**src/rtl/dmem_bridge_pkg.sv**
```systemverilog
// Shared types for the dmem bridge: bus word/mask types, write-buffer entry,
// and drain FSM state encoding.
package dmem_bridge_pkg;

  typedef logic [15:0] lc3b_word;
  typedef logic [1:0]  lc3b_mem_wmask;

  typedef struct packed {
    lc3b_word      addr;
    lc3b_word      data;
    lc3b_mem_wmask mask;
  } lc3b_wbuf_entry;

  typedef enum logic [1:0] {
    IDLE,
    WR_BUSY,
    RD_BUSY,
    RD_DONE
  } dmem_bridge_state_t;

  localparam lc3b_mem_wmask WMASK_WORD = 2'b11;

  // Word-granular address compare (byte offset ignored).
  function automatic logic same_word(input lc3b_word a, input lc3b_word b);
    return a[15:1] == b[15:1];
  endfunction

endpackage

```
**src/rtl/dmem_bridge_if.sv**
```systemverilog
// Request bus (dmem_*) and physical memory handshake (pmem_*) of the bridge.
// slave: the bridge's view; master: the requester/memory side.
interface dmem_bridge_if;
  import dmem_bridge_pkg::*;

  logic          dmem_action_cyc;
  logic          dmem_action_stb;
  logic          dmem_write;
  lc3b_mem_wmask dmem_byte_enable;
  lc3b_word      dmem_address;
  lc3b_word      dmem_wdata;
  logic          dmem_resp;
  lc3b_word      dmem_data_out;

  logic          pmem_read;
  logic          pmem_write;
  lc3b_word      pmem_address;
  lc3b_word      pmem_wdata;
  lc3b_mem_wmask pmem_wmask;
  lc3b_word      pmem_rdata;
  logic          pmem_resp;

  modport slave (
    input  dmem_action_cyc, dmem_action_stb, dmem_write, dmem_byte_enable,
           dmem_address, dmem_wdata, pmem_rdata, pmem_resp,
    output dmem_resp, dmem_data_out, pmem_read, pmem_write, pmem_address,
           pmem_wdata, pmem_wmask
  );

  modport master (
    output dmem_action_cyc, dmem_action_stb, dmem_write, dmem_byte_enable,
           dmem_address, dmem_wdata, pmem_rdata, pmem_resp,
    input  dmem_resp, dmem_data_out, pmem_read, pmem_write, pmem_address,
           pmem_wdata, pmem_wmask
  );

endinterface

```
**src/rtl/dmem_bridge_wbuf.sv**
```systemverilog
// dmem_wbuf: circular posted-write FIFO of lc3b_wbuf_entry.
// With DMEM_BRIDGE_FWD_EN defined it also exposes all entries in age order
// (index 0 = oldest) with a valid bit each, for store-to-load forwarding.
module dmem_wbuf
  import dmem_bridge_pkg::*;
#(
  parameter int unsigned DEPTH = 4
) (
  input  logic                     clk,
  input  logic                     reset,
  input  logic                     push,
  input  lc3b_wbuf_entry           push_entry,
  input  logic                     pop,
  output lc3b_wbuf_entry           head,
  output logic [$clog2(DEPTH):0]   count,
  output logic                     full,
  output logic                     empty
`ifdef DMEM_BRIDGE_FWD_EN
  ,
  output lc3b_wbuf_entry [DEPTH-1:0] entries,
  output logic [DEPTH-1:0]           valid
`endif
);
  localparam int unsigned PW = $clog2(DEPTH);

  lc3b_wbuf_entry mem [DEPTH];
  logic [PW-1:0]  head_ptr;
  logic [PW-1:0]  tail_ptr;

  // Pointer and occupancy bookkeeping; pointers wrap naturally.
  always_ff @(posedge clk or posedge reset) begin
    if (reset) begin
      head_ptr <= '0;
      tail_ptr <= '0;
      count    <= '0;
    end else begin
      if (push) tail_ptr <= tail_ptr + 1'b1;
      if (pop)  head_ptr <= head_ptr + 1'b1;
      unique case ({push, pop})
        2'b10:   count <= count + 1'b1;
        2'b01:   count <= count - 1'b1;
        default: ;
      endcase
    end
  end

  // Entry storage; contents are don't-care until written.
  always_ff @(posedge clk) begin
    if (push) mem[tail_ptr] <= push_entry;
  end

  assign head  = mem[head_ptr];
  assign full  = (count == DEPTH[PW:0]);
  assign empty = (count == '0);

`ifdef DMEM_BRIDGE_FWD_EN
  // Age-ordered view of the buffer for the forwarding comparators.
  always_comb begin
    entries = '0;
    valid   = '0;
    for (int unsigned k = 0; k < DEPTH; k++) begin
      entries[k] = mem[head_ptr + PW'(k)];
      valid[k]   = (32'(count) > k);
    end
  end
`endif

endmodule

```
**src/rtl/dmem_bridge.sv**
```systemverilog
// dmem_bridge: dmem request bus to held-until-ack pmem handshake, with a
// posted-write buffer so stores retire in one cycle. Loads are ordered
// against buffered writes. Optional macro DMEM_BRIDGE_FWD_EN enables
// store-to-load forwarding from the write buffer.
module dmem_bridge
  import dmem_bridge_pkg::*;
#(
  parameter int unsigned WBUF_DEPTH = 4
) (
  input  logic         clk,
  input  logic         reset,
  dmem_bridge_if.slave bus
);
  localparam int unsigned CW = $clog2(WBUF_DEPTH) + 1;

  dmem_bridge_state_t state, state_next;
  lc3b_wbuf_entry     head, push_entry;
  logic [CW-1:0]      wbuf_count;
  logic               full, empty, push, pop;
  logic               req, st_req, ld_req, ld_eligible, fwd;
  lc3b_word           fwd_data;

  // The requester keeps the request up during the dmem_resp cycle, so a
  // request seen while dmem_resp is high is the one already answered.
  assign req        = bus.dmem_action_cyc & bus.dmem_action_stb & ~bus.dmem_resp;
  assign st_req     = req & bus.dmem_write;
  assign ld_req     = req & ~bus.dmem_write;
  assign push       = st_req & ~full;
  assign pop        = (state == WR_BUSY) & bus.pmem_resp;
  assign push_entry = '{addr: bus.dmem_address, data: bus.dmem_wdata,
                        mask: bus.dmem_byte_enable};

`ifdef DMEM_BRIDGE_FWD_EN
  lc3b_wbuf_entry [WBUF_DEPTH-1:0] fwd_entries;
  logic [WBUF_DEPTH-1:0]           fwd_valid;
  logic                            hit, hit_full;

  dmem_wbuf #(.DEPTH(WBUF_DEPTH)) u_wbuf (
    .clk(clk), .reset(reset), .push(push), .push_entry(push_entry), .pop(pop),
    .head(head), .count(wbuf_count), .full(full), .empty(empty),
    .entries(fwd_entries), .valid(fwd_valid)
  );

  // Newest matching entry wins: scan oldest to newest, last hit overrides.
  always_comb begin
    hit      = 1'b0;
    hit_full = 1'b0;
    fwd_data = '0;
    for (int unsigned k = 0; k < WBUF_DEPTH; k++) begin
      if (fwd_valid[k] && same_word(fwd_entries[k].addr, bus.dmem_address)) begin
        hit      = 1'b1;
        hit_full = (fwd_entries[k].mask == WMASK_WORD);
        fwd_data = fwd_entries[k].data;
      end
    end
  end

  assign fwd         = ld_req & hit & hit_full &
                       ((state == IDLE) | (state == WR_BUSY));
  assign ld_eligible = ld_req & ((wbuf_count == '0) | ~hit);
`else
  dmem_wbuf #(.DEPTH(WBUF_DEPTH)) u_wbuf (
    .clk(clk), .reset(reset), .push(push), .push_entry(push_entry), .pop(pop),
    .head(head), .count(wbuf_count), .full(full), .empty(empty)
  );

  assign fwd         = 1'b0;
  assign fwd_data    = '0;
  assign ld_eligible = ld_req & (wbuf_count == '0);
`endif

  // Drain FSM state register.
  always_ff @(posedge clk or posedge reset) begin
    if (reset) state <= IDLE;
    else       state <= state_next;
  end

  // Drain FSM next state: an eligible load beats a pending drain.
  always_comb begin
    state_next = state;
    unique case (state)
      IDLE: begin
        if (ld_eligible)  state_next = RD_BUSY;
        else if (!empty)  state_next = WR_BUSY;
      end
      WR_BUSY: if (bus.pmem_resp) state_next = IDLE;
      RD_BUSY: if (bus.pmem_resp) state_next = RD_DONE;
      RD_DONE: state_next = IDLE;
      default: state_next = IDLE;
    endcase
  end

  // Registered bus outputs; pmem fields are loaded on leaving IDLE and held.
  always_ff @(posedge clk or posedge reset) begin
    if (reset) begin
      bus.dmem_resp     <= 1'b0;
      bus.dmem_data_out <= '0;
      bus.pmem_read     <= 1'b0;
      bus.pmem_write    <= 1'b0;
      bus.pmem_address  <= '0;
      bus.pmem_wdata    <= '0;
      bus.pmem_wmask    <= '0;
    end else begin
      bus.dmem_resp <= push | fwd | ((state == RD_BUSY) & bus.pmem_resp);
      if (fwd)
        bus.dmem_data_out <= fwd_data;
      else if ((state == RD_BUSY) && bus.pmem_resp)
        bus.dmem_data_out <= bus.pmem_rdata;
      unique case (state)
        IDLE: begin
          if (ld_eligible) begin
            bus.pmem_read    <= 1'b1;
            bus.pmem_address <= bus.dmem_address;
            bus.pmem_wmask   <= WMASK_WORD;
          end else if (!empty) begin
            bus.pmem_write   <= 1'b1;
            bus.pmem_address <= head.addr;
            bus.pmem_wdata   <= head.data;
            bus.pmem_wmask   <= head.mask;
          end
        end
        WR_BUSY: if (bus.pmem_resp) bus.pmem_write <= 1'b0;
        RD_BUSY: if (bus.pmem_resp) bus.pmem_read  <= 1'b0;
        default: ;
      endcase
    end
  end

endmodule
```
**src/flat_wrapper.sv**
```systemverilog
// flat-port wrapper written by rule: the top's interface ports become plain ports
module dmem_bridge_flat import dmem_bridge_pkg::*;
#(
  parameter int unsigned WBUF_DEPTH = 4
)
  (clk, reset, bus_dmem_action_cyc, bus_dmem_action_stb, bus_dmem_write, bus_dmem_byte_enable, bus_dmem_address, bus_dmem_wdata, bus_pmem_rdata, bus_pmem_resp, bus_dmem_resp, bus_dmem_data_out, bus_pmem_read, bus_pmem_write, bus_pmem_address, bus_pmem_wdata, bus_pmem_wmask);
  dmem_bridge_if bus_i ();
  input  logic clk;
  input  logic reset;
  input wire logic [$bits(bus_i.dmem_action_cyc)-1:0] bus_dmem_action_cyc;
  input wire logic [$bits(bus_i.dmem_action_stb)-1:0] bus_dmem_action_stb;
  input wire logic [$bits(bus_i.dmem_write)-1:0] bus_dmem_write;
  input wire logic [$bits(bus_i.dmem_byte_enable)-1:0] bus_dmem_byte_enable;
  input wire logic [$bits(bus_i.dmem_address)-1:0] bus_dmem_address;
  input wire logic [$bits(bus_i.dmem_wdata)-1:0] bus_dmem_wdata;
  input wire logic [$bits(bus_i.pmem_rdata)-1:0] bus_pmem_rdata;
  input wire logic [$bits(bus_i.pmem_resp)-1:0] bus_pmem_resp;
  output wire logic [$bits(bus_i.dmem_resp)-1:0] bus_dmem_resp;
  output wire logic [$bits(bus_i.dmem_data_out)-1:0] bus_dmem_data_out;
  output wire logic [$bits(bus_i.pmem_read)-1:0] bus_pmem_read;
  output wire logic [$bits(bus_i.pmem_write)-1:0] bus_pmem_write;
  output wire logic [$bits(bus_i.pmem_address)-1:0] bus_pmem_address;
  output wire logic [$bits(bus_i.pmem_wdata)-1:0] bus_pmem_wdata;
  output wire logic [$bits(bus_i.pmem_wmask)-1:0] bus_pmem_wmask;
  assign bus_i.dmem_action_cyc = bus_dmem_action_cyc;
  assign bus_i.dmem_action_stb = bus_dmem_action_stb;
  assign bus_i.dmem_write = bus_dmem_write;
  assign bus_i.dmem_byte_enable = bus_dmem_byte_enable;
  assign bus_i.dmem_address = bus_dmem_address;
  assign bus_i.dmem_wdata = bus_dmem_wdata;
  assign bus_i.pmem_rdata = bus_pmem_rdata;
  assign bus_i.pmem_resp = bus_pmem_resp;
  assign bus_dmem_resp = bus_i.dmem_resp;
  assign bus_dmem_data_out = bus_i.dmem_data_out;
  assign bus_pmem_read = bus_i.pmem_read;
  assign bus_pmem_write = bus_i.pmem_write;
  assign bus_pmem_address = bus_i.pmem_address;
  assign bus_pmem_wdata = bus_i.pmem_wdata;
  assign bus_pmem_wmask = bus_i.pmem_wmask;
  dmem_bridge #(.WBUF_DEPTH(WBUF_DEPTH)) u_core (.clk(clk), .reset(reset), .bus(bus_i));
endmodule
```
**config.mk**
```make
export PLATFORM = sky130hd
export DESIGN_NAME = dmem_bridge_flat
export DESIGN_NICKNAME = d
export VERILOG_FILES = /design/src/rtl/dmem_bridge_pkg.sv /design/src/rtl/dmem_bridge_if.sv /design/src/rtl/dmem_bridge_wbuf.sv /design/src/rtl/dmem_bridge.sv /design/src/flat_wrapper.sv
export SDC_FILE = /design/constraint.sdc
export NUM_CORES = 1
export LEC_CHECK = 0
export ABC_AREA = 1
export CAP_MARGIN = 20
export CORE_ASPECT_RATIO = 2
export CORE_MARGIN = 1
export CORE_UTILIZATION = 48
export DETAILED_ROUTE_END_ITERATION = 8
export GPL_TIMING_DRIVEN = 0
export PLACE_DENSITY = 0.82
export SLEW_MARGIN = 20
export SYNTH_ARGS = -nofsm -noshare
export SYNTH_HDL_FRONTEND = slang
export SYNTH_HIERARCHICAL = 1
export SYNTH_SLANG_ARGS = --single-unit
```
**constraint.sdc**
```tcl
create_clock -name clk -period 2.91 [get_ports clk]
set_input_delay 0.4365 -clock clk [delete_from_list [all_inputs] [get_ports clk]]
set_output_delay 0.4365 -clock clk [all_outputs]
set_load 0.05 [all_outputs]
```
==> results of run 1 <==
[routing by layer]
metal	track usage (%)	up-vias	share of wire [%]
met1	22.4	2682	34
met5	0	-	0
met2	40.8	184	57
met4	11.4	0	3.0
li1	-	2713	-
met3	4.39	40	5.3
[placed cells by master, fill, tap and decap left out, drive strengths merged]
cell           count
clkinvlp           1
fa                 1
nor3               2
nor2              11
ha                 5
nand3              7
clkbuf            19
xor2               3
edfxtp           136
clkinv             5
a21oi              1
nand4              1
diode              1
bufinv             1
xnor2              1
nand2            320
buf               34
inv              102
o21ai              6
dfrtp             62
clkdlybuf4s50    108
o211ai            68
[kinds of logic (layout without fill, tap and decap cells)]
family | after synthesis | in the layout
compound gates | 75 | 75
xor+xnor | 4 | 4
fa+ha+maj | 6 | 6
buf+inv | 125 | 270
other cells | 0 | 1
flops | 198 | 198
simple gates | 341 | 341
[per-stage QoR]
| step | std cells | cell area, um2 | total power (W) | hold WS, ns | TNS [ns] |
|---|---|---|---|---|---|
| after global routing | 1102 | 10200 | 0.0117 | 0.377 | 0 |
| after detailed placement | 1069 | 9660 | 0.00880 | 0.462 | 0 |
| after global placement | 1064 | 9540 | 0.00867 | 0.458 | -47.19 |
| final | 1102 | 10200 | 0.0111 | 0.338 | 0 |
| after CTS | 1101 | 10200 | 0.0111 | 0.333 | 0 |
| after floorplan | 749 | 8200 | 0.00719 | 0.240 | 0 |
[where the power goes]
part           total (W)  internal, W  switching (W)  leakage, nW
Sequential       0.00384      0.00355       0.000288         2.00
Clock            0.00231      0.00122        0.00110        0.288
Combinational    0.00492      0.00161        0.00331         2.18
[worst paths after layout]
check	start	to	slack [ns]	depth (start not counted)
setup / recovery	bus_dmem_action_cyc	u_core/u_wbuf/count[1]	0.68	11
hold / removal	reset	u_core/u_wbuf/tail_ptr[0]	0.34	2
setup reg to reg	u_core/u_wbuf/count[0]	u_core/u_wbuf/count[2]	0.70	11
hold reg to reg	u_core/bus.pmem_address[3]	u_core/bus.pmem_address[3]	0.48	2
max in group asynchronous	reset	u_core/bus.pmem_address[2]	2.05	3
min in group clk	u_core/bus.pmem_address[3]	u_core/bus.pmem_address[3]	0.48	2
[final cells by class]
class	count	share of cell area, %
buffer	31	1.73
antenna	1	0.0244
sequential	198	55.0
tap	207	2.53
inverter	94	3.49
timing repair buffer	113	11.7
multi-input combinational	426	19.8
clock inverter	15	1.55
clock buffer	17	4.15
[flip-flops by register name, summed over array words and instances (netlist names)]
| signal | cells |
|---|---|
| u_core/bus.dmem_data_out | 16 |
| u_core/bus.dmem_resp | 1 |
| u_core/bus.pmem_address | 16 |
| u_core/bus.pmem_read | 1 |
| u_core/bus.pmem_wdata | 16 |
| u_core/bus.pmem_wmask | 2 |
| u_core/bus.pmem_write | 1 |
| u_core/state | 2 |
| u_core/u_wbuf/count | 3 |
| u_core/u_wbuf/head_ptr | 2 |
| u_core/u_wbuf/mem | 136 |
| u_core/u_wbuf/tail_ptr | 2 |
[critical path, stage by stage]
cell,delay (ns)
clkdlybuf4s50_1,0.50
nand2_1,0.07
nor2_2,0.12
nand2_1,0.08
nor2_1,0.09
clkbuf_1,0.28
inv_1,0.11
ha_1,0.22
inv_1,0.09
fa_1,0.42
o21ai_0,0.16
==> results.cfg, run 1 <==
[outcome]
status = complete, no violations

[critical_path]
crit_path_end_kind = flop
worst-path-max-fanout = 8
required_ns = 3.26
cp-start-kind = input port
crit_type = input port to flop
worst-endpoint-arrival_ns = 2.58

[timing]
fin_crit_sh_pct = 76.5
min_period_ns = 2.23
tightest_slew_ns = 0.551
setup_ws_ns = 0.682
finalSetupViolCount = 0
hold_violations = 0
fmax_mhz = 449
slew_viol_final = 0
fin_skew_ns = 0.0118
relSlewSlack_pct = 63.2
rsz0062_at_grt = no

[synth]
synth_mux_area_share_pct = 0
synth_top_family_by_area = simple AND/OR/NAND/NOR gates
synth_top_area_share_pct = 49.8
synthSimpleGateAreaFrac_pct = 16.7
synth_compound_area_share_pct = 6.65
synth-seq-cells = 198
synth_fp_nets = 811
post_synth.cell_area_avg_um2 = 10.9
synth_edf_count = 136
ys_top_cells_by_area = edfxtp_1, dfrtp_1, nand2_1
yosys_warnings = 6
syn_area_mm2 = 0.00820
syn_inst = 749
synthTopCellsByCount = nand2_1, edfxtp_1, inv_1
synth_most_common_cell = nand2_1
synth_fa_ha_area_share_pct = 1.01
synth-xor-area-share_pct = 0.427
synth_seq_area_share_pct = 68.7
yosysTopAreaCell = edfxtp_1
synthArstFlopShare_pct = 31.3
synth_cell_type_count = 28
dominantRegCellSynth = edfxtp_1

[floorplanning]
die_h_um = 187
start_util_pct = 48.9
die-area_mm2 = 0.0176
fp-row-count = 67
boundaryPins = 109
die_w_um = 94.4
core-area_mm2 = 0.0168

[grt]
grt_max_degree = 31
grt_use_total_pct = 22.0
grt_pass1_vias = 5792
antenna_found_initial = 1
grt-ovfl-total = 0
grt_pass1_wl_mm = 28.6

[placed_design]
gp_congestion = 0.783
port_buffers = 108
place_hpwl_mm = 12.4
dp_worst_setup_slack_ns = 0.274

[min_path]
hp-class = input port to async pin

[power]
powerDensity_mw_per_mm2 = 1080
power.leakage_nw = 4.46
ir_drop_mv = 0.726

[drt]
first_pass_iters = 5
via_per_inst = 5.10
final_antenna_net_count = 0
avgRoutedWirePerCell_um = 16.3
drt_drc_violations_left = 0
vias = 5619
wl_mm = 18.0
drtIter0Drc = 340

[cts]
ctsResizeCount = 0
cts_tree = done
cts.root.buffer_cell = clkbuf_16
clkTransAtPathRegs_ns = 0.07
cts_num_sinks = 198
cts_setup_buffers = 0
cts_hold_buffers = 0
htreeDepth = 4
cts_made_buffers = 17
insertion_delay_ns = 0.44
clk_path_buf_depth = 2

[finish]
final-seq-area_mm2 = 0.00564
fin_util_pct = 61.1
drive_gt1_share_pct = 9.73
area_growth_pct = 24.9
fillers = 1294
multiInputGateArea_mm2 = 0.00203
fin_nets = 943

[run]
drv_cap = 0
No activity file was read; power rests on OpenSTA's default activity.
==> run 2, diff against run 1 <==
--- a/config.mk
+++ b/config.mk
@@ -12,7 +12,7 @@
 export CORE_UTILIZATION = 48
 export DETAILED_ROUTE_END_ITERATION = 8
 export GPL_TIMING_DRIVEN = 0
-export PLACE_DENSITY = 0.82
+export PLACE_DENSITY = 0.85
 export SLEW_MARGIN = 20
 export SYNTH_ARGS = -nofsm -noshare
 export SYNTH_HDL_FRONTEND = slang
==> constraint.sdc (replaced) <==
create_clock -name clk -period 2 [get_ports clk]
set_input_delay 0.3 -clock clk [delete_from_list [all_inputs] [get_ports clk]]
set_output_delay 0.3 -clock clk [all_outputs]
set_load 0.05 [all_outputs]
==> results.cfg, run 2 (synthesis gave the netlist of run 1 again) <==
[finish]
final_cell_mix = nand2_1, edfxtp_1, clkdlybuf4s50_1
drive_gt1_share_pct = 11.9
area_growth_pct = 26.6
largest_reg_flops = 136
final-seq-area_mm2 = 0.00564
multiInputGateArea_mm2 = 0.00206
layout_commonest_cell = nand2_1
fillers = 1260
top_register = u_core/u_wbuf/mem
fin_nets = 958

[grt]
grt_use_met2_pct = 41.1
grt_max_degree = 30
grt_use_total_pct = 23.1
grt-ovfl-total = 0
met1_usage_pct = 23.9
use_met3_pct = 5.16
grt-busiest-layer = met2
antenna_found_initial = 2
grt_pass1_vias = 5850
grt_pass1_wl_mm = 29.8

[timing]
finalSetupViolCount = 0
fin_crit_sh_pct = 98.5
fin_skew_ns = 0.00892
fin_hold_ws_ns = 0.210
min_period_ns = 1.97
setup_ws_ns = 0.0305
slew_viol_final = 0
hold_violations = 0
fmax_mhz = 508
tightest_slew_ns = 0.576
relSlewSlack_pct = 61.6

[critical_path]
worst-endpoint-arrival_ns = 1.67
reg2reg_depth = 8
worst-path-max-fanout = 2
ff2ff_setup_slack_ns = 0.10
r2r-start = u_core/bus.dmem_resp
cp-endpoint = bus_pmem_wmask[1]
crit_path_end_kind = output pin
startpoint = u_core/bus.pmem_wmask[1]
cp-start-kind = flop
crit_chain = clkdlybuf4s50_1
path_buf_inv = 1
r2r-end = u_core/u_wbuf/count[1]
cp.depth = 1
crit_type = flop to output pin
critPathTopFamily = buffers and inverters
cp_slowest_stage_delay_ns = 0.83
required_ns = 1.70
crit_slowest_cell = clkdlybuf4s50_1

[drt]
final_antenna_net_count = 0
avgRoutedWirePerCell_um = 17.1
drt_drc_violations_left = 0
first_pass_iters = 5
drtIter0Drc = 398
vias = 5748
via_per_inst = 5.14
wl_mm = 19.1

[placed_design]
port_buffers = 108
dp_worst_setup_slack_ns = -0.601
place_hpwl_mm = 11.7
gp_congestion = 0.800

[outcome]
status = complete, no violations

[floorplanning]
die-area_mm2 = 0.0176
fp-row-count = 67
die_h_um = 187
start_util_pct = 48.9
boundaryPins = 109
core-area_mm2 = 0.0168
die_w_um = 94.4

[cts]
clk_path_buf_depth = 2
htreeDepth = 4
clkTransAtPathRegs_ns = 0.08
cts_made_buffers = 17
cts_num_sinks = 198
cts.root.buffer_cell = clkbuf_16
insertion_delay_ns = 0.43
cts_tree = done

[power]
powerDensity_mw_per_mm2 = 1560
power.leakage_nw = 4.47
ir_drop_mv = 1.08

[run]
drv_cap = 0

[min_path]
hp-class = input port to async pin
-- run 2: worst min-delay path by stage --
stage / from / end / cells after the start
5_1_grt: reset / u_core/u_wbuf/count[1] / 2
4_1_cts: reset / u_core/u_wbuf/count[1] / 2
3_3_place_gp: u_core/bus.pmem_address[8] / u_core/bus.pmem_address[8] / 2
6_report: reset / u_core/u_wbuf/count[1] / 2
2_1_floorplan: reset / u_core/u_wbuf/count[0] / 1
3_5_place_dp: u_core/bus.pmem_address[3] / u_core/bus.pmem_address[3] / 2
-- run 2: what timing repair did --
action,CTS,global route
pin swaps,0,1
resized for setup,7,6
buffers inserted,14,2
cloned,4,0
hold buffers,0,0
setup endpoints to repair,138,2
-- run 2: routing by layer --
layer / part of all wire, % / vias to the layer above / wire, um
met3: 5.0 / 59 / 947
met5: 0 / - / 0
met4: 3.9 / 0 / 743
met2: 56 / 224 / 10800
met1: 35 / 2723 / 6620
li1: - / 2742 / -
-- run 2: metrics by stage --
stage / power (W) / cell area, um2 / std cells / TNS [ns] / util (%)
2_1_floorplan: 0.0105 / 8220 / 749 / 0 / -
3_3_place_gp: 0.0126 / 9560 / 1064 / -130.63 / 57.0
3_5_place_dp: 0.0127 / 9580 / 1065 / -81.28 / 57.1
4_1_cts: 0.0161 / 10300 / 1114 / 0 / 61.7
5_1_grt: 0.0170 / 10400 / 1118 / -0.0678 / 61.9
6_report: 0.0162 / 10400 / 1118 / 0 / 61.9
-- run 2: layout make-up --
| class | instances | area share [%] |
|---|---|---|
| antenna | 2 | 0.0482 |
| buffer | 30 | 1.68 |
| clock buffer | 18 | 4.13 |
| clock inverter | 14 | 1.37 |
| inverter | 94 | 3.59 |
| multi-input combinational | 426 | 19.8 |
| sequential | 198 | 54.3 |
| tap | 207 | 2.49 |
| timing repair buffer | 125 | 12.2 |
| timing repair inverter | 4 | 0.289 |
-- run 2: power by group --
group          internal [W]  switching, W  total [W]
registers           0.00518      0.000435    0.00561
logic               0.00237       0.00492    0.00729
clock network       0.00175       0.00154    0.00329
total               0.00929       0.00690     0.0162
==> run 3, diff against run 2 <==
--- a/config.mk
+++ b/config.mk
@@ -5,7 +5,7 @@
 export SDC_FILE = /design/constraint.sdc
 export NUM_CORES = 1
 export LEC_CHECK = 0
-export ABC_AREA = 1
+export ABC_AREA = 0
 export CAP_MARGIN = 20
 export CORE_ASPECT_RATIO = 2
 export CORE_MARGIN = 1
@@ -13,6 +13,7 @@
 export DETAILED_ROUTE_END_ITERATION = 8
 export GPL_TIMING_DRIVEN = 0
 export PLACE_DENSITY = 0.85
+export RECOVER_POWER = 50
 export SLEW_MARGIN = 20
 export SYNTH_ARGS = -nofsm -noshare
 export SYNTH_HDL_FRONTEND = slang
==> results.cfg, run 3 <==
[timing]
tightest_slew_ns = 0.939
hold_violations = 0
fin_hold_ws_ns = 0.292
relSlewSlack_pct = 37.1
finalSetupViolCount = 0
fmax_mhz = 510
rsz0062_at_grt = yes
slew_viol_final = 0
fin_skew_ns = 0.00948
min_period_ns = 1.96
fin_crit_sh_pct = 98.0
fin_setup_tns_ns = 0

[synth]
synth_edf_count = 136
syn_inst = 435
synth_fa_ha_area_share_pct = 1.04
synth_top_area_share_pct = 51.4
synthSimpleGateAreaFrac_pct = 4.91
synth_fp_nets = 497
synth_seq_area_share_pct = 70.9
synthArstFlopShare_pct = 31.3
synth-xor-area-share_pct = 0.661
synth_cell_type_count = 38
dominantRegCellSynth = edfxtp_1
synth_top_family_by_area = multiplexers
ys_top_cells_by_area = edfxtp_1, dfrtp_1, mux4_2
post_synth.cell_area_avg_um2 = 18.3
synth-seq-cells = 198
syn_area_mm2 = 0.00795
yosys_warnings = 6
synth_compound_area_share_pct = 4.52
synth_most_common_cell = edfxtp_1
yosysTopAreaCell = edfxtp_1
synth_mux_area_share_pct = 14.9
synthTopCellsByCount = edfxtp_1, dfrtp_1, nand4_1

[critical_path]
cp-start-kind = flop
crit_slowest_cell = clkdlybuf4s50_1
crit_chain = clkdlybuf4s50_1
path_buf_inv = 1
cp-endpoint = bus_pmem_address[13]
cp_slowest_stage_delay_ns = 0.84
reg2reg_depth = 8
r2r-start = u_core/state[0]
r2r-end = u_core/u_wbuf/count[2]
worst-endpoint-arrival_ns = 1.66
crit_path_end_kind = output pin
startpoint = u_core/bus.pmem_address[13]
required_ns = 1.70
critPathTopFamily = buffers and inverters
worst-path-max-fanout = 3
crit_type = flop to output pin
cp.depth = 1
ff2ff_setup_slack_ns = 0.04

[min_path]
hp-class = input port to async pin

[finish]
final_area_mm2 = 0.0100
fin_util_pct = 61.6
area_growth_pct = 26.0
fin_nets = 636
top_register = u_core/u_wbuf/mem
largest_reg_flops = 136
final_cell_mix = edfxtp_1, clkdlybuf4s50_1, dfrtp_1
layout_commonest_cell = edfxtp_1
fillers = 1136
drive_gt1_share_pct = 23.5

[grt]
grt-ovfl-total = 0
grt_use_met2_pct = 37.7
antenna_found_initial = 3
grt_pass1_wl_mm = 26.5
grt-busiest-layer = met2
grt_pass1_vias = 4943
grt_max_degree = 40
use_met3_pct = 5.38
met1_usage_pct = 22.2
grt_use_total_pct = 21.1

[cts]
clk_path_buf_depth = 2
cts.root.buffer_cell = clkbuf_16
cts_made_buffers = 17
clkTransAtPathRegs_ns = 0.08
htreeDepth = 4
cts_tree = done
cts_num_sinks = 198
insertion_delay_ns = 0.43

[drt]
vias = 4750
via_per_inst = 5.98
avgRoutedWirePerCell_um = 21.5
first_pass_iters = 5
drtIter0Drc = 306
final_antenna_net_count = 0
drt_drc_violations_left = 0
wl_mm = 17.1

[floorplanning]
boundaryPins = 109
die-area_mm2 = 0.0171
fp-row-count = 66
core-area_mm2 = 0.0163
die_w_um = 93
start_util_pct = 48.9
die_h_um = 184

[placed_design]
place_hpwl_mm = 11.6
placed_area_mm2 = 0.00934
gp_congestion = 0.943
port_buffers = 108

[power]
ir_drop_mv = 0.705
powerDensity_mw_per_mm2 = 1460
total_power_w = 0.0146
power.leakage_nw = 3.61

[outcome]
status = complete, no violations

[run]
drv_cap = 0
## run 3: cell type report
| type | count | area, um2 | share of cell area, % |
|---|---|---|---|
| flip-flops and latches | 198 | 5640 | 56.3 |
| multi-input cells | 195 | 2110 | 21.0 |
| repair buffers | 120 | 1170 | 11.7 |
| clock buffers | 18 | 439 | 4.38 |
| well taps | 204 | 255 | 2.55 |
| plain buffers | 30 | 215 | 2.15 |
| clock inverters | 14 | 139 | 1.39 |
| inverters | 12 | 47.5 | 0.474 |
| diodes | 3 | 7.51 | 0.0749 |
## run 3: metrics by stage
stage | setup WS [ns] | std cells
after global placement | -1.03 | 747
final | 0.0394 | 794
after floorplan | -0.0945 | 435
after detailed placement | -0.546 | 748
after global routing | -0.0309 | 794
after CTS | 0.00697 | 787
## run 3: how the worst min path moves through the flow
stage / depth (start not counted) / slack [ns] / to / startpoint
floorplan: 1 / 0.10 / u_core/u_wbuf/count[0] / reset
global placement: 1 / 0.48 / u_core/state[1] / u_core/state[0]
detailed placement: 1 / 0.49 / u_core/bus.dmem_data_out[4] / u_core/bus.dmem_data_out[4]
CTS: 2 / 0.19 / u_core/bus.pmem_wdata[0] / reset
global route: 2 / 0.32 / u_core/u_wbuf/tail_ptr[0] / reset
finish: 2 / 0.29 / u_core/u_wbuf/count[1] / reset
## run 3: where the power goes
group / internal [W] / switching, W
Combinational: 0.00243 / 0.00338
Sequential: 0.00507 / 0.000446
Clock: 0.00179 / 0.00152
## run 3: metal layers
metal  wire length, um  vias to the layer above
li1                  -                     2032
met1              5620                     2364
met2              9480                      274
met3              1140                       80
met4               826                        0
met5                 0                        -
## run 3: cell families after synthesis
group / count (synthesis)
adders and majority gates: 6
muxes: 67
buffers and inverters: 42
xor gates and xnor gates: 6
and+or+nand+nor: 71
AOI/OAI and AO/OA: 45
DFF: 198
## run 3: what timing repair did
item | CTS | global route
gates resized for setup | 8 | 10
pin swaps | 3 | 2
buffers inserted | 7 | 4
hold buffers | 0 | 0
endpoints found under the setup margin | 167 | 15
